File: src/rtl/fifo_wr_arbiter.sv
// Round-robin arbiter sharing a FIFO's single write port among NUM_REQ producers.
// Each served word costs three cycles: IDLE (arbitrate and latch), WRITE (one
// write strobe), CHECK (sample the FIFO's registered ack/overflow). Words that
// overflow are retried up to MAX_RETRY times before the producer is nacked.
// Every output is a register, so nothing combinational reaches the ports.
module fifo_wr_arbiter #(
    parameter int NUM_REQ    = 4,
    parameter int FIFO_WIDTH = 16,
    parameter int MAX_RETRY  = 2,
    parameter int IDX_W      = $clog2(NUM_REQ)
) (
    input  logic                          clk,
    input  logic                          rst_n,
    input  logic [NUM_REQ-1:0]            req,
    input  logic [NUM_REQ*FIFO_WIDTH-1:0] req_data,
    output logic [NUM_REQ-1:0]            gnt,
    output logic [NUM_REQ-1:0]            nack,
    output logic [IDX_W-1:0]              grant_idx,
    output logic                          busy,
    output logic                          fifo_wr_en,
    output logic [FIFO_WIDTH-1:0]         fifo_data_in,
    input  logic                          fifo_full,
    input  logic                          fifo_wr_ack,
    input  logic                          fifo_overflow
);

    typedef enum logic [1:0] {
        ST_IDLE  = 2'd0,
        ST_WRITE = 2'd1,
        ST_CHECK = 2'd2
    } state_t;

    localparam logic [2:0]       RETRY_LIM = 3'(MAX_RETRY);
    localparam logic [IDX_W-1:0] LAST_IDX  = IDX_W'(NUM_REQ - 1);

    state_t                  state;
    state_t                  state_nxt;
    logic [IDX_W-1:0]        ptr;
    logic [IDX_W-1:0]        ptr_nxt;
    logic [2:0]              retry_cnt;
    logic [2:0]              retry_nxt;
    logic [IDX_W-1:0]        grant_idx_nxt;
    logic [FIFO_WIDTH-1:0]   data_nxt;
    logic                    wr_en_nxt;
    logic                    busy_nxt;
    logic [NUM_REQ-1:0]      gnt_nxt;
    logic [NUM_REQ-1:0]      nack_nxt;
    logic [IDX_W:0]          pick;
    logic [IDX_W-1:0]        win_idx;
    logic                    win_vld;

    // First set request bit scanning upward from p with wrap-around.
    // Returns {found, index}. The downward loop lets the smallest offset win.
    function automatic logic [IDX_W:0] rr_pick(input logic [NUM_REQ-1:0] r,
                                              input logic [IDX_W-1:0]   p);
        logic [IDX_W:0] res;
        int             j;
        res = '0;
        for (int i = NUM_REQ - 1; i >= 0; i--) begin
            j = int'(p) + i;
            if (j >= NUM_REQ) begin
                j = j - NUM_REQ;
            end
            if (r[IDX_W'(j)]) begin
                res = {1'b1, IDX_W'(j)};
            end
        end
        return res;
    endfunction

    // Pointer position just past the producer that was served.
    function automatic logic [IDX_W-1:0] ptr_after(input logic [IDX_W-1:0] g);
        return (g == LAST_IDX) ? '0 : g + 1'b1;
    endfunction

    assign pick    = rr_pick(req, ptr);
    assign win_vld = pick[IDX_W];
    assign win_idx = pick[IDX_W-1:0];

    // State and all output registers; reset abandons any in-flight word.
    always_ff @(posedge clk or negedge rst_n) begin
        if (!rst_n) begin
            state        <= ST_IDLE;
            ptr          <= '0;
            retry_cnt    <= '0;
            grant_idx    <= '0;
            fifo_data_in <= '0;
            fifo_wr_en   <= 1'b0;
            busy         <= 1'b0;
            gnt          <= '0;
            nack         <= '0;
        end else begin
            state        <= state_nxt;
            ptr          <= ptr_nxt;
            retry_cnt    <= retry_nxt;
            grant_idx    <= grant_idx_nxt;
            fifo_data_in <= data_nxt;
            fifo_wr_en   <= wr_en_nxt;
            busy         <= busy_nxt;
            gnt          <= gnt_nxt;
            nack         <= nack_nxt;
        end
    end

    // Next-state logic plus the next value of every registered output.
    always_comb begin
        state_nxt     = state;
        ptr_nxt       = ptr;
        retry_nxt     = retry_cnt;
        grant_idx_nxt = grant_idx;
        data_nxt      = fifo_data_in;
        wr_en_nxt     = 1'b0;
        busy_nxt      = 1'b0;
        gnt_nxt       = '0;
        nack_nxt      = '0;
        case (state)
            ST_IDLE: begin
                if (win_vld && !fifo_full) begin
                    grant_idx_nxt = win_idx;
                    data_nxt      = req_data[int'(win_idx) * FIFO_WIDTH +: FIFO_WIDTH];
                    wr_en_nxt     = 1'b1;
                    busy_nxt      = 1'b1;
                    state_nxt     = ST_WRITE;
                end
            end
            ST_WRITE: begin
                busy_nxt  = 1'b1;
                state_nxt = ST_CHECK;
            end
            ST_CHECK: begin
                state_nxt = ST_IDLE;
                // A missing ack is treated like an overflow, even if overflow is low too.
                if (fifo_wr_ack) begin
                    gnt_nxt   = NUM_REQ'(1) << grant_idx;
                    ptr_nxt   = ptr_after(grant_idx);
                    retry_nxt = '0;
                end else if (retry_cnt < RETRY_LIM) begin
                    retry_nxt = retry_cnt + 3'd1;
                end else begin
                    nack_nxt  = NUM_REQ'(1) << grant_idx;
                    ptr_nxt   = ptr_after(grant_idx);
                    retry_nxt = '0;
                end
            end
            default: begin
                state_nxt = ST_IDLE;
            end
        endcase
    end

endmodule

File: config.mk
export PLATFORM = sky130hd
export DESIGN_NAME = fifo_wr_arbiter
export DESIGN_NICKNAME = d
export VERILOG_FILES = /design/src/rtl/fifo_wr_arbiter.sv
export SDC_FILE = /design/constraint.sdc
export NUM_CORES = 1
export LEC_CHECK = 0
export ABC_AREA = 0
export BUFFER_PORTS_ARGS = -buffer_cell sky130_fd_sc_hd__clkbuf_2
export CORE_ASPECT_RATIO = 1.5
export CORE_MARGIN = 2
export CORE_UTILIZATION = 45
export CTS_BUF_LIST = sky130_fd_sc_hd__clkbuf_16
export DETAILED_ROUTE_END_ITERATION = 12
export GPL_ROUTABILITY_DRIVEN = 0
export GPL_TIMING_DRIVEN = 0
export HOLD_SLACK_MARGIN = 0.05
export PLACE_DENSITY = 0.86
export SLEW_MARGIN = 20
export SYNTH_ARGS = -nofsm -noshare
export SYNTH_HDL_FRONTEND = slang
export SYNTH_SLANG_ARGS = --single-unit
export TNS_END_PERCENT = 20
File: constraint.sdc
create_clock -name clk -period 2.1 [get_ports clk]
set_input_delay 0.105 -clock clk [delete_from_list [all_inputs] [get_ports clk]]
set_output_delay 0.105 -clock clk [all_outputs]
set_load 0.01 [all_outputs]
Word-level counts from Yosys, hierarchy flattened
Cells that the tools add are included.
{"block": "op_classes", "n_addsub": 9, "n_lt_le_gt_ge": 9, "eq_ne": 5, "shift": 2, "mux": 35, "reduce_logical": 5}
{"operator": "$shiftx 64x7->16", "count": 1}
{"operator": "$mux 4", "count": 5}
{"operator": "$mux 3", "count": 6}
{"operator": "$lt 2x4->1 const B", "count": 4}
{"operator": "$mux 2", "count": 8}
{"operator": "$mux 1", "count": 10}
{"operator": "$ge 3x3->1 const B", "count": 3}
{"operator": "$bmux 1 s2", "count": 4}
{"operator": "$sub 2x1->2 const B", "count": 4}
{"operator": "$add 2x2->3 const B", "count": 2}
{"operator": "$eq 2x2->1 const B", "count": 2}
{"operator": "$ne 2x2->1 const B", "count": 2}
{"operator": "$pmux 2 s2", "count": 1}
{"operator": "$reduce_and 2->1", "count": 2}
{"operator": "$shl 1x2->4 const A", "count": 1}
{"operator": "$add 2x1->3 const B", "count": 1}
{"operator": "$add 3x1->3 const B", "count": 1}
{"operator": "$ge 2x3->1 const B", "count": 1}
{"operator": "$lt 3x2->1 const B", "count": 1}
{"operator": "$add 2x1->2 const B", "count": 1}
{"operator": "$eq 2x1->1 const B", "count": 1}
{"operator": "$logic_not 2->1", "count": 1}
{"operator": "$pmux 1 s2", "count": 1}
{"operator": "$logic_and 1x1->1", "count": 1}
{"operator": "$logic_not 1->1", "count": 1}
{"block": "totals", "register_bits": 35, "in_bits": 73, "output_inout_bits": 28, "wordCells": 74}

Depth between registers and ports, before layout
Gate-level depths: netlist of run 1.
{"block": "depth", "ltp_word": 13, "ltp_mapped": 8, "ltp_nobuf": 6}

Worst setup path before layout of run 1
OpenSTA, ideal clock, no wires.
{"block": "synth_path", "path_kind": "register to register", "start": "register ptr[1]", "end": "register fifo_data_in[13]", "setup_ps": 139, "arrival_ps": 1573, "slack_ps": 388, "path_stages_with_launch": 8, "n_path_buf": 2, "period_less_slack_ps": 1712, "path_cell_list": "dfrtp_1 mux2i_1 a21oi_2 and2_1 buf_4 buf_6 a2111oi_0 a311oi_1"}
{"block": "synth_via", "elab_chain_len": 12, "word_cells_on_any_way": 34}
{"item": "start, declared", "line_no": "38", "text": "logic [IDX_W-1:0] ptr;"}
{"item": "start signal, assigned", "line_no": "94", "text": "ptr <= ptr_nxt;"}
{"item": "$add 2x2->3", "line_no": "60", "text": "j = int'(p) + i;"}
{"item": "$ge 3x3->1 or $sub 2x1->2 (tied branches)", "line_no": "61, 62"}
{"item": "$mux 2", "line_no": "61", "text": "if (j >= NUM_REQ) begin"}
{"item": "$bmux 1 s2", "line_no": "64", "text": "if (r[IDX_W'(j)]) begin"}
{"item": "$mux 1 (not written as such) (2 in series)", "line_no": "64"}
{"item": "$mux 3 (3 in series)", "line_no": "64"}
{"item": "$mux 3 *", "line_no": "64"}
{"item": "branches (longest 2 deep; another with $shiftx 64x7->16)"}
{"item": "end signal, assigned", "line_no": "97", "text": "fifo_data_in <= data_nxt;"}
{"item": "end, declared", "line_no": "21", "text": "output logic [FIFO_WIDTH-1:0] fifo_data_in,"}
Every way passes the cells marked *. The select of a mux whose other input is x is not followed.
A chain may end at the register's enable or synchronous reset.

Worst setup path after layout of run 1
{"block": "layout_path", "start": "register ptr[1]", "end": "register fifo_data_in[5]"}
Same word-level chain as after synthesis.

==> run_results.csv, run 1 <==
group,metric,value,unit
pwr,ir_drop,0.915,mV
sta,slew-limit-headroom,42.7,%
yosys,syn-cell-area,1880,sq um
sta,period_needed,1.99,ns
floorplan,dieArea,4730,sq um
worst_hold_path,min_path_cells,3,
grt,met2_usage,39.2,%
setup_path,critPathMaxFanout,10,
placement,dp_cells,340,
detailed_routing,routed_wl,5130,um
detailed_routing,routed_via_density,5.67,
setup_path,cpPeakStageDelay,0.45,ns
floorplan,core_area,3990,sq um
layout,drive_gt1_share,41.6,%
pwr,cellPowerDensity,1170,nW/um^2
clocking,h-tree-depth,2,
setup_path,rr_endpoint,"fifo_data_in[5]",
pwr,seqPwrFrac,34.6,%
yosys,synth.avg_cell_area,9.60,sq um
floorplan,dieWidth,56.8,um
sta,slew_viol_final,0,
pwr,static-leakage-power,1.33,nW
setup_path,end_kind,"register",
layout,fillCellCount,366,
pwr,intPower,0.00198,W
setup_path,crit_path_top_delay_cell,"a2111oi_1",
setup_path,r2r-start,"ptr[1]",
layout,syn_to_final_growth,40.3,%
detailed_routing,route.detailed.drc,0,
grt,grt_max_degree,36,
yosys,syn_inst,196,
pwr,p_switching,0.00112,W
pwr,combPwrFrac,38.4,%
detailed_routing,drt_iter0_drc,41,
worst_hold_path,hold_start,"req_data[42]",
yosys,synth_cell_types,31,
clocking,cts_tree,"yes",
yosys,synth_fp_nets,274,
detailed_routing,ant_nets,0,
detailed_routing,drt_pass1_iterations,4,
grt,grt_pass1_wl,8600,um
pwr,p_sw_share,36.1,%
clocking,cts_buffers,5,
sta,setup_viol,0,
floorplan,start_util,47.1,%
yosys,ys_warn_count,0,
sta,setup_tns,0,ns
yosys,ys_ff_latch,35,
setup_path,crit_path_start_kind,"register",
placement,hpwl,3830,um
layout,stdcell_count,348,
sta,rsz0062_at_grt,"false",
grt,antenna_found_initial,0,
clocking,cts_buffer_depth,2,
clocking,clkSinkCount,35,
clocking,root_buffer,"clkbuf_16",
sta,fin_crit_sh,94.8,%
sta,hold_ws,0.0641,ns
sta,tightest_slew,0.859,ns
sta,fin_skew,0.00456,ns
setup_path,crit_arrival,2.13,ns
yosys,seq_area_frac_synth,46.5,%
grt,grt-ovfl-total,0,
grt,grt_pass1_vias,1993,
clocking,clkLatencyLatePin,0.28,ns
worst_hold_path,hold-path-endpoint,"fifo_data_in[10]",
grt,grt_use_total,22.8,%
pwr,clkPwrFrac,27.0,%
sta,max_freq,502,MHz
placement,portBuffers,99,
layout,nets,380,
detailed_routing,vias,1972,
detailed_routing,wl_per_cell,14.8,um
floorplan,die_h,83.2,um
sta,finalHoldViolCount,0,
setup_path,criticalPathCategory,"reg -> reg",
worst_hold_path,hp-class,"in -> reg",
grt,grtUsageMet1,25.1,%
setup_path,r2r_setup_slack,0.11,ns
floorplan,rows,28,
setup_path,r2r_cells,7,
status,outcome,"completed",
grt,use_met3,5.45,%
grt,grt.busiest_layer,"met2",
pwr,totalPowerFinal,0.00310,W
floorplan,io_pins,101,
setup_path,critical_path.cell_chain,"mux2i_2, a21oi_4, and2_1, buf_4, buf_6, a2111oi_1, a311oi_1",
clocking,clk_pin_slew_worst_paths,0.06,ns
layout,antenna_cells,0,
flow_run,drv_cap,0,
setup_path,cp.required,2.24,ns
-- power by group through the flow --
| stage | sequential [W] | combinational [W] | clock, W |
|---|---|---|---|
| after floorplan | 0.00113 | 0.000636 | 0 |
| after global placement | 0.00106 | 0.00113 | 0 |
| after detailed placement | 0.00107 | 0.00116 | 0 |
| after CTS | 0.00106 | 0.00117 | 0.000851 |
| final | 0.00107 | 0.00119 | 0.000836 |
| after global routing | 0.00110 | 0.00133 | 0.000887 |
-- cell usage in the layout, fill, tap and decap left out, types with 2 or more instances in the layout --
cell | synthesis | routed
a22o_1 | 2 | 2
and3_1 | 4 | 4
clkbuf_2 | 0 | 100
nor2b_1 | 2 | 2
buf_6 | 2 | 2
a21oi_1 | 2 | 2
nand2_1 | 36 | 36
inv_1 | 4 | 4
ha_1 | 5 | 5
dfrtp_1 | 35 | 34
nor4_1 | 2 | 2
o31ai_1 | 2 | 2
nor2_1 | 21 | 21
and2_1 | 6 | 6
buf_2 | 5 | 5
a21o_1 | 2 | 2
buf_4 | 2 | 2
mux2_2 | 2 | 2
a21boi_0 | 16 | 16
a2111oi_0 | 16 | 11
a2111oi_1 | 0 | 5
clkbuf_16 | 0 | 5
clkbuf_1 | 4 | 2
a311oi_1 | 16 | 16
-- how the worst max path moves through the flow --
stage / start / to / cells past startpoint
3_3_place_gp: ptr[0] / fifo_data_in[11] / 7
4_1_cts: ptr[1] / fifo_data_in[15] / 6
2_1_floorplan: ptr[1] / fifo_data_in[13] / 7
5_1_grt: ptr[1] / fifo_data_in[12] / 7
6_report: ptr[1] / fifo_data_in[5] / 7
3_5_place_dp: ptr[1] / fifo_data_in[15] / 6
-- routing by layer --
metal  wire length, um  part of all wire (%)
met4               196                   3.8
met1              1980                    39
met5                 0                     0
met2              2600                    51
met3               348                   6.8
-- Yosys cell counts --
master / instances / area (sq um)
a2111oi_0: 16 / 140
a21boi_0: 16 / 120
a21o_1: 2 / 15.0
a21oi_1: 2 / 10.0
a21oi_2: 1 / 8.76
a22o_1: 2 / 17.5
a2bb2oi_1: 1 / 8.76
a311oi_1: 16 / 140
and2_1: 6 / 37.5
and3_1: 4 / 25.0
buf_2: 5 / 25.0
buf_4: 2 / 15.0
buf_6: 2 / 22.5
clkbuf_1: 4 / 15.0
dfrtp_1: 35 / 876
ha_1: 5 / 62.6
inv_1: 4 / 15.0
inv_2: 1 / 3.75
mux2_2: 2 / 22.5
mux2i_1: 1 / 10.0
nand2_1: 36 / 135
nand2_2: 1 / 6.26
nand2b_1: 1 / 6.26
nand3b_1: 1 / 7.51
nor2_1: 21 / 78.8
nor2b_1: 2 / 12.5
nor3_1: 1 / 5.00
nor3b_1: 1 / 7.51
nor4_1: 2 / 12.5
o21ai_0: 1 / 5.00
o31ai_1: 2 / 15.0
-- state kept, by name, indices dropped and copies added, names as in the netlist --
register      cells
grant_idx         2
fifo_wr_en        1
nack              4
gnt               4
state             2
fifo_data_in     16
ptr               2
busy              1
retry_cnt         3
-- cell families after synthesis --
logic type      synth area share (%)
flops                           46.5
buf+inv                         5.12
compound gates                  25.5
simple gates                    17.8
mux                             1.73
fa+ha+maj                       3.32
-- worst max-delay path, delay by kind of cell (launching register included) --
family / cells / cell delay, ns
buffers and inverters: 2 / 0.29
AND/OR/NAND/NOR: 1 / 0.17
flip-flops: 1 / 0.43
multiplexers: 1 / 0.28
AO/OA/AOI/OAI: 3 / 0.67
-- stage by stage --
stage	instance area (sq um)	worst slack [ns]	utilization, %
finish	2640	0.110	66.1
global route	2640	0.0203	66.1
CTS	2610	0.0140	65.4
detailed placement	2430	0.0416	60.9
global placement	2430	0.116	60.9
floorplan	1880	0.388	-
-- cell type report --
| type | count | area, sq um | area share (%) |
|---|---|---|---|
| buffer | 12 | 75.1 | 2.84 |
| clock buffer | 5 | 125 | 4.74 |
| clock inverter | 3 | 43.8 | 1.66 |
| inverter | 5 | 18.8 | 0.711 |
| multi-input combinational | 143 | 938 | 35.5 |
| sequential | 35 | 877 | 33.2 |
| tap | 45 | 56.3 | 2.13 |
| timing repair buffer | 100 | 505 | 19.1 |
-- repair_timing --
item	4_1_cts	5_1_grt
resized for setup	0	12
hold endpoints to repair	35	0
hold buffers	1	0
setup buffers	0	0
setup endpoints to repair	0	14
Power figures use the tool's default switching activity.
==> run 2, diff against run 1 <==
- CORE_UTILIZATION: 45 -> 46
- CTS_BUF_LIST: sky130_fd_sc_hd__clkbuf_16 -> sky130_fd_sc_hd__clkbuf_4 sky130_fd_sc_hd__clkbuf_8
- PLACE_DENSITY: 0.86 -> 0.88
- SKIP_CTS_REPAIR_TIMING: default -> 1
- clock period: 2.1 -> 2 ns (I/O delays scaled with it)
==> run_results.csv, run 2 (synthesis results as in run 1) <==
group,metric,value,unit
sta,rsz0062_at_grt,"true",
clocking,cts_buffers,5,
sta,fin_crit_sh,97.2,%
detailed_routing,vias,1914,
floorplan,rows,28,
detailed_routing,ant_nets,0,
detailed_routing,routed_wl,5060,um
setup_path,end_kind,"register",
sta,finalHoldViolCount,0,
sta,period_needed,1.94,ns
clocking,root_buffer,"clkbuf_8",
pwr,totalPowerFinal,0.00299,W
worst_hold_path,hp-class,"in -> reg",
grt,grt-ovfl-total,0,
sta,slew-limit-headroom,43.2,%
floorplan,die_h,82.3,um
detailed_routing,wl_per_cell,14.3,um
clocking,cts_tree,"yes",
setup_path,crit_arrival,2.10,ns
clocking,clkLatencyLatePin,0.28,ns
floorplan,dieWidth,56.2,um
floorplan,start_util,48.0,%
grt,grt_pass1_wl,8090,um
setup_path,crit_path_start_kind,"register",
layout,largest_register_ffs,16,
layout,regMostFlops,"fifo_data_in",
detailed_routing,route.detailed.drc,0,
sta,setup_viol,0,
layout,reg.largest.list,"fifo_data_in (16), gnt (4), nack (4)",
layout,antenna_cells,0,
pwr,ir_drop,0.647,mV
setup_path,cp.required,2.16,ns
grt,antenna_found_initial,0,
layout,nets,385,
sta,fin_skew,0.00658,ns
sta,setup_tns,0,ns
layout,drive_gt1_share,45.1,%
placement,portBuffers,99,
status,outcome,"completed",
floorplan,core_area,3920,sq um
layout,syn_to_final_growth,41.0,%
pwr,cellPowerDensity,1130,nW/um^2
pwr,static-leakage-power,1.32,nW
sta,slew_viol_final,0,
clocking,h-tree-depth,2,
grt,grt_max_degree,36,
clocking,cts_buffer_depth,2,
grt,grt_use_total,22.4,%
placement,dp_cells,340,
setup_path,critPathMaxFanout,10,
layout,final_common_cell,"clkbuf_2",
placement,hpwl,3780,um
detailed_routing,drt_pass1_iterations,4,
flow_run,drv_cap,0,
sta,max_freq,514,MHz
clocking,clkSinkCount,35,
detailed_routing,routed_via_density,5.42,
layout,stdcell_count,353,
floorplan,dieArea,4630,sq um
detailed_routing,drt_iter0_drc,53,
clocking,clk_pin_slew_worst_paths,0.08,ns
grt,grt_pass1_vias,1935,
sta,tightest_slew,0.852,ns
setup_path,criticalPathCategory,"reg -> reg",
layout,final_cell_mix,"102 x clkbuf_2, 36 x nand2_1, 34 x dfrtp_1",
floorplan,io_pins,101,
==> run 2: cell count changes in the layout (fill, tap and decap cells not counted), sizes merged <==
cell and change:
clkbuf +1, bufinv -1, clkinvlp +2, clkinv -1, buf +4
==> run 2: final timing paths <==
path / start / end / slack [ns] / cells past startpoint
worst max-delay path: ptr[1] / fifo_data_in[11] / 0.06 / 7
worst min-delay path: req_data[62] / fifo_data_in[14] / 0.05 / 3
worst max register to register: ptr[1] / fifo_data_in[11] / 0.06 / 7
worst min register to register: state[1] / state[1] / 0.49 / 1
max in group asynchronous: rst_n / ptr[1] / 0.95 / 2
min in group asynchronous: rst_n / fifo_data_in[6] / 0.46 / 2
==> run 2: cell type report <==
type | instances | area, sq um
Clock buffer | 5 | 68.8
Clock inverter | 3 | 20.0
Buffer | 13 | 81.3
Tap cell | 45 | 56.3
Fill cell | 336 | 1270
Multi-Input combinational cell | 143 | 995
Sequential cell | 35 | 877
Inverter | 5 | 18.8
Timing Repair Buffer | 104 | 536
==> run 2: metal layers <==
metal | global-route usage (%) | wire length, um
met5 | 0 | 0
met4 | 9.05 | 86
met3 | 4.21 | 252
met2 | 43.6 | 2760
met1 | 23.5 | 1960
==> run 2: metrics by stage <==
stage,worst slack (ns),util (%),hold slack [ns],cell area [sq um]
after floorplan,0.288,-,-0.196,1880
after global placement,-0.00181,62.0,0.251,2430
after detailed placement,-0.0765,62.0,0.255,2430
after CTS,-0.0773,64.3,-0.0519,2520
after global routing,-0.0341,67.6,0.0578,2650
final,0.0560,67.6,0.0483,2650
==> run 2: worst max-delay path: stages (launching register included) <==
cell and delay [ns]:
dfrtp_2 0.45, mux2i_2 0.27, a21oi_4 0.12, and2_1 0.17
buf_4 0.15, buf_6 0.15, a2111oi_1 0.44, a311oi_1 0.07
==> run 2: power breakdown <==
group          total (W)  switching (W)  internal (W)
combinational    0.00136       0.000751      0.000609
sequential       0.00113       0.000190      0.000943
clock           0.000500       0.000258      0.000242
==> run 3, diff against run 2 <==
- CORE_ASPECT_RATIO: 1.5 -> default
- clock period: 2 -> 2.1 ns (I/O delays scaled with it)
==> run_results.csv, run 3 (synthesis results as in run 1) <==
group,metric,value,unit
layout,fillCellCount,335,
clocking,cts_buffer_depth,2,
layout,regMostFlops,"fifo_data_in",
grt,grt_use_total,23.4,%
detailed_routing,route.detailed.drc,0,
detailed_routing,vias,1908,
pwr,cellPowerDensity,1100,nW/um^2
detailed_routing,wl_met3,300,um
floorplan,io_pins,101,
detailed_routing,drt_iter0_drc,56,
clocking,clkSinkCount,35,
grt,grt_pass1_vias,1779,
setup_path,cp.required,2.25,ns
layout,largest_register_ffs,16,
floorplan,dieArea,4620,sq um
clocking,cts_tree,"yes",
detailed_routing,drt_pass1_iterations,4,
pwr,ir_drop,0.481,mV
flow_run,drv_cap,0,
detailed_routing,routed.top_layer,"met4",
clocking,cts_buffers,5,
status,outcome,"completed",
clocking,h-tree-depth,2,
detailed_routing,ant_nets,0,
setup_path,end_kind,"register",
detailed_routing,wl_per_cell,14.7,um
clocking,clkLatencyLatePin,0.28,ns
sta,setup_ws,0.0445,ns
floorplan,core_area,3970,sq um
layout,drive_gt1_share,41.0,%
placement,hpwl,3840,um
sta,fin_skew,0.00658,ns
setup_path,crit_arrival,2.20,ns
layout,reg.largest.list,"fifo_data_in (16), gnt (4), nack (4)",
sta,slew_viol_final,0,
setup_path,critPathMaxFanout,10,
floorplan,rows,23,
sta,tightest_slew,0.877,ns
worst_hold_path,hp-class,"in -> reg",
grt,grt_pass1_wl,7990,um
sta,period_needed,2.06,ns
sta,setup_tns,0,ns
grt,grt_max_degree,36,
grt,antenna_found_initial,0,
grt,grt-ovfl-total,0,
detailed_routing,routed_wl,5210,um
floorplan,start_util,47.4,%
detailed_routing,drt-met1-wl,2270,um
pwr,static-leakage-power,1.32,nW
sta,finalHoldViolCount,0,
floorplan,die_h,68.0,um
layout,syn_to_final_growth,38.3,%
layout,final_cell_mix,"100 x clkbuf_2, 36 x nand2_1, 35 x dfrtp_1",
detailed_routing,route.met2.wl,2610,um
clocking,root_buffer,"clkbuf_8",
layout,final_common_cell,"clkbuf_2",
setup_path,criticalPathCategory,"reg -> reg",
setup_path,crit_path_start_kind,"register",
sta,slew-limit-headroom,41.5,%
pwr,totalPowerFinal,0.00287,W
placement,portBuffers,99,
sta,setup_viol,0,
detailed_routing,routed_via_density,5.37,
sta,max_freq,486,MHz
sta,fin_crit_sh,97.9,%
layout,nets,382,
placement,pre_cts_slack,0.0877,ns
clocking,clk_pin_slew_worst_paths,0.08,ns
layout,antenna_cells,0,
floorplan,dieWidth,68.0,um
## run 3: changes by cell type in the layout (fill, tap and decap cells not counted), sizes merged
cell / delta
buf: -4
bufinv: +1
clkbuf: -1
clkinv: +1
clkinvlp: -2
dlygate4sd3: +2
## run 3: worst max-delay path, stage by stage, from the launching register on
cell       delay (ns)
dfrtp_1          0.45
mux2i_1          0.16
a21oi_2          0.31
buf_2            0.27
a21boi_0         0.16
a2111oi_1        0.49
a311oi_1         0.08
## run 3: worst paths after layout
kind / startpoint / end / slack, ns / cells after the start
hold reg to reg: state[1] / state[1] / 0.50 / 1
setup / recovery: ptr[1] / fifo_data_in[13] / 0.04 / 6
hold / removal: req_data[44] / fifo_data_in[12] / 0.05 / 3
min in group asynchronous: rst_n / fifo_data_in[4] / 0.47 / 2
setup reg to reg: ptr[1] / fifo_data_in[13] / 0.04 / 6
max in group asynchronous: rst_n / fifo_data_in[13] / 1.09 / 2
## run 3: power by group
group	switching [W]	total (W)	leakage (nW)	internal (W)
Clock	0.000255	0.000608	0.0581	0.000353
Sequential	0.000165	0.00106	0.428	0.000896
Combinational	0.000682	0.00120	0.830	0.000516
## run 3: metal layers
layer  vias up  global-route usage (%)
met4         0                    5.75
li1        937                       -
met5         -                       0
met3         2                    6.91
met1       898                    29.0
met2        71                    40.0
## run 3: layout make-up
cell class / count / area [sq um] / area share [%]
repair buffers: 102 / 526 / 20.2
well taps: 50 / 62.6 / 2.40
inverters: 5 / 18.8 / 0.721
clock inverters: 3 / 43.8 / 1.68
multi-input cells: 143 / 932 / 35.8
plain buffers: 12 / 75.1 / 2.88
flip-flops and latches: 35 / 876 / 33.7
clock buffers: 5 / 68.8 / 2.64
## run 3: per-stage QoR
step                util (%)  hold WS [ns]  cell area [sq um]  instances
CTS                     64.3       -0.0496               2550        353
finish                  65.5        0.0539               2600        355
floorplan                  -        -0.191               1880        196
global route            65.5        0.0532               2600        355
detailed placement      61.4         0.262               2440        345
global placement        61.4         0.253               2440        345
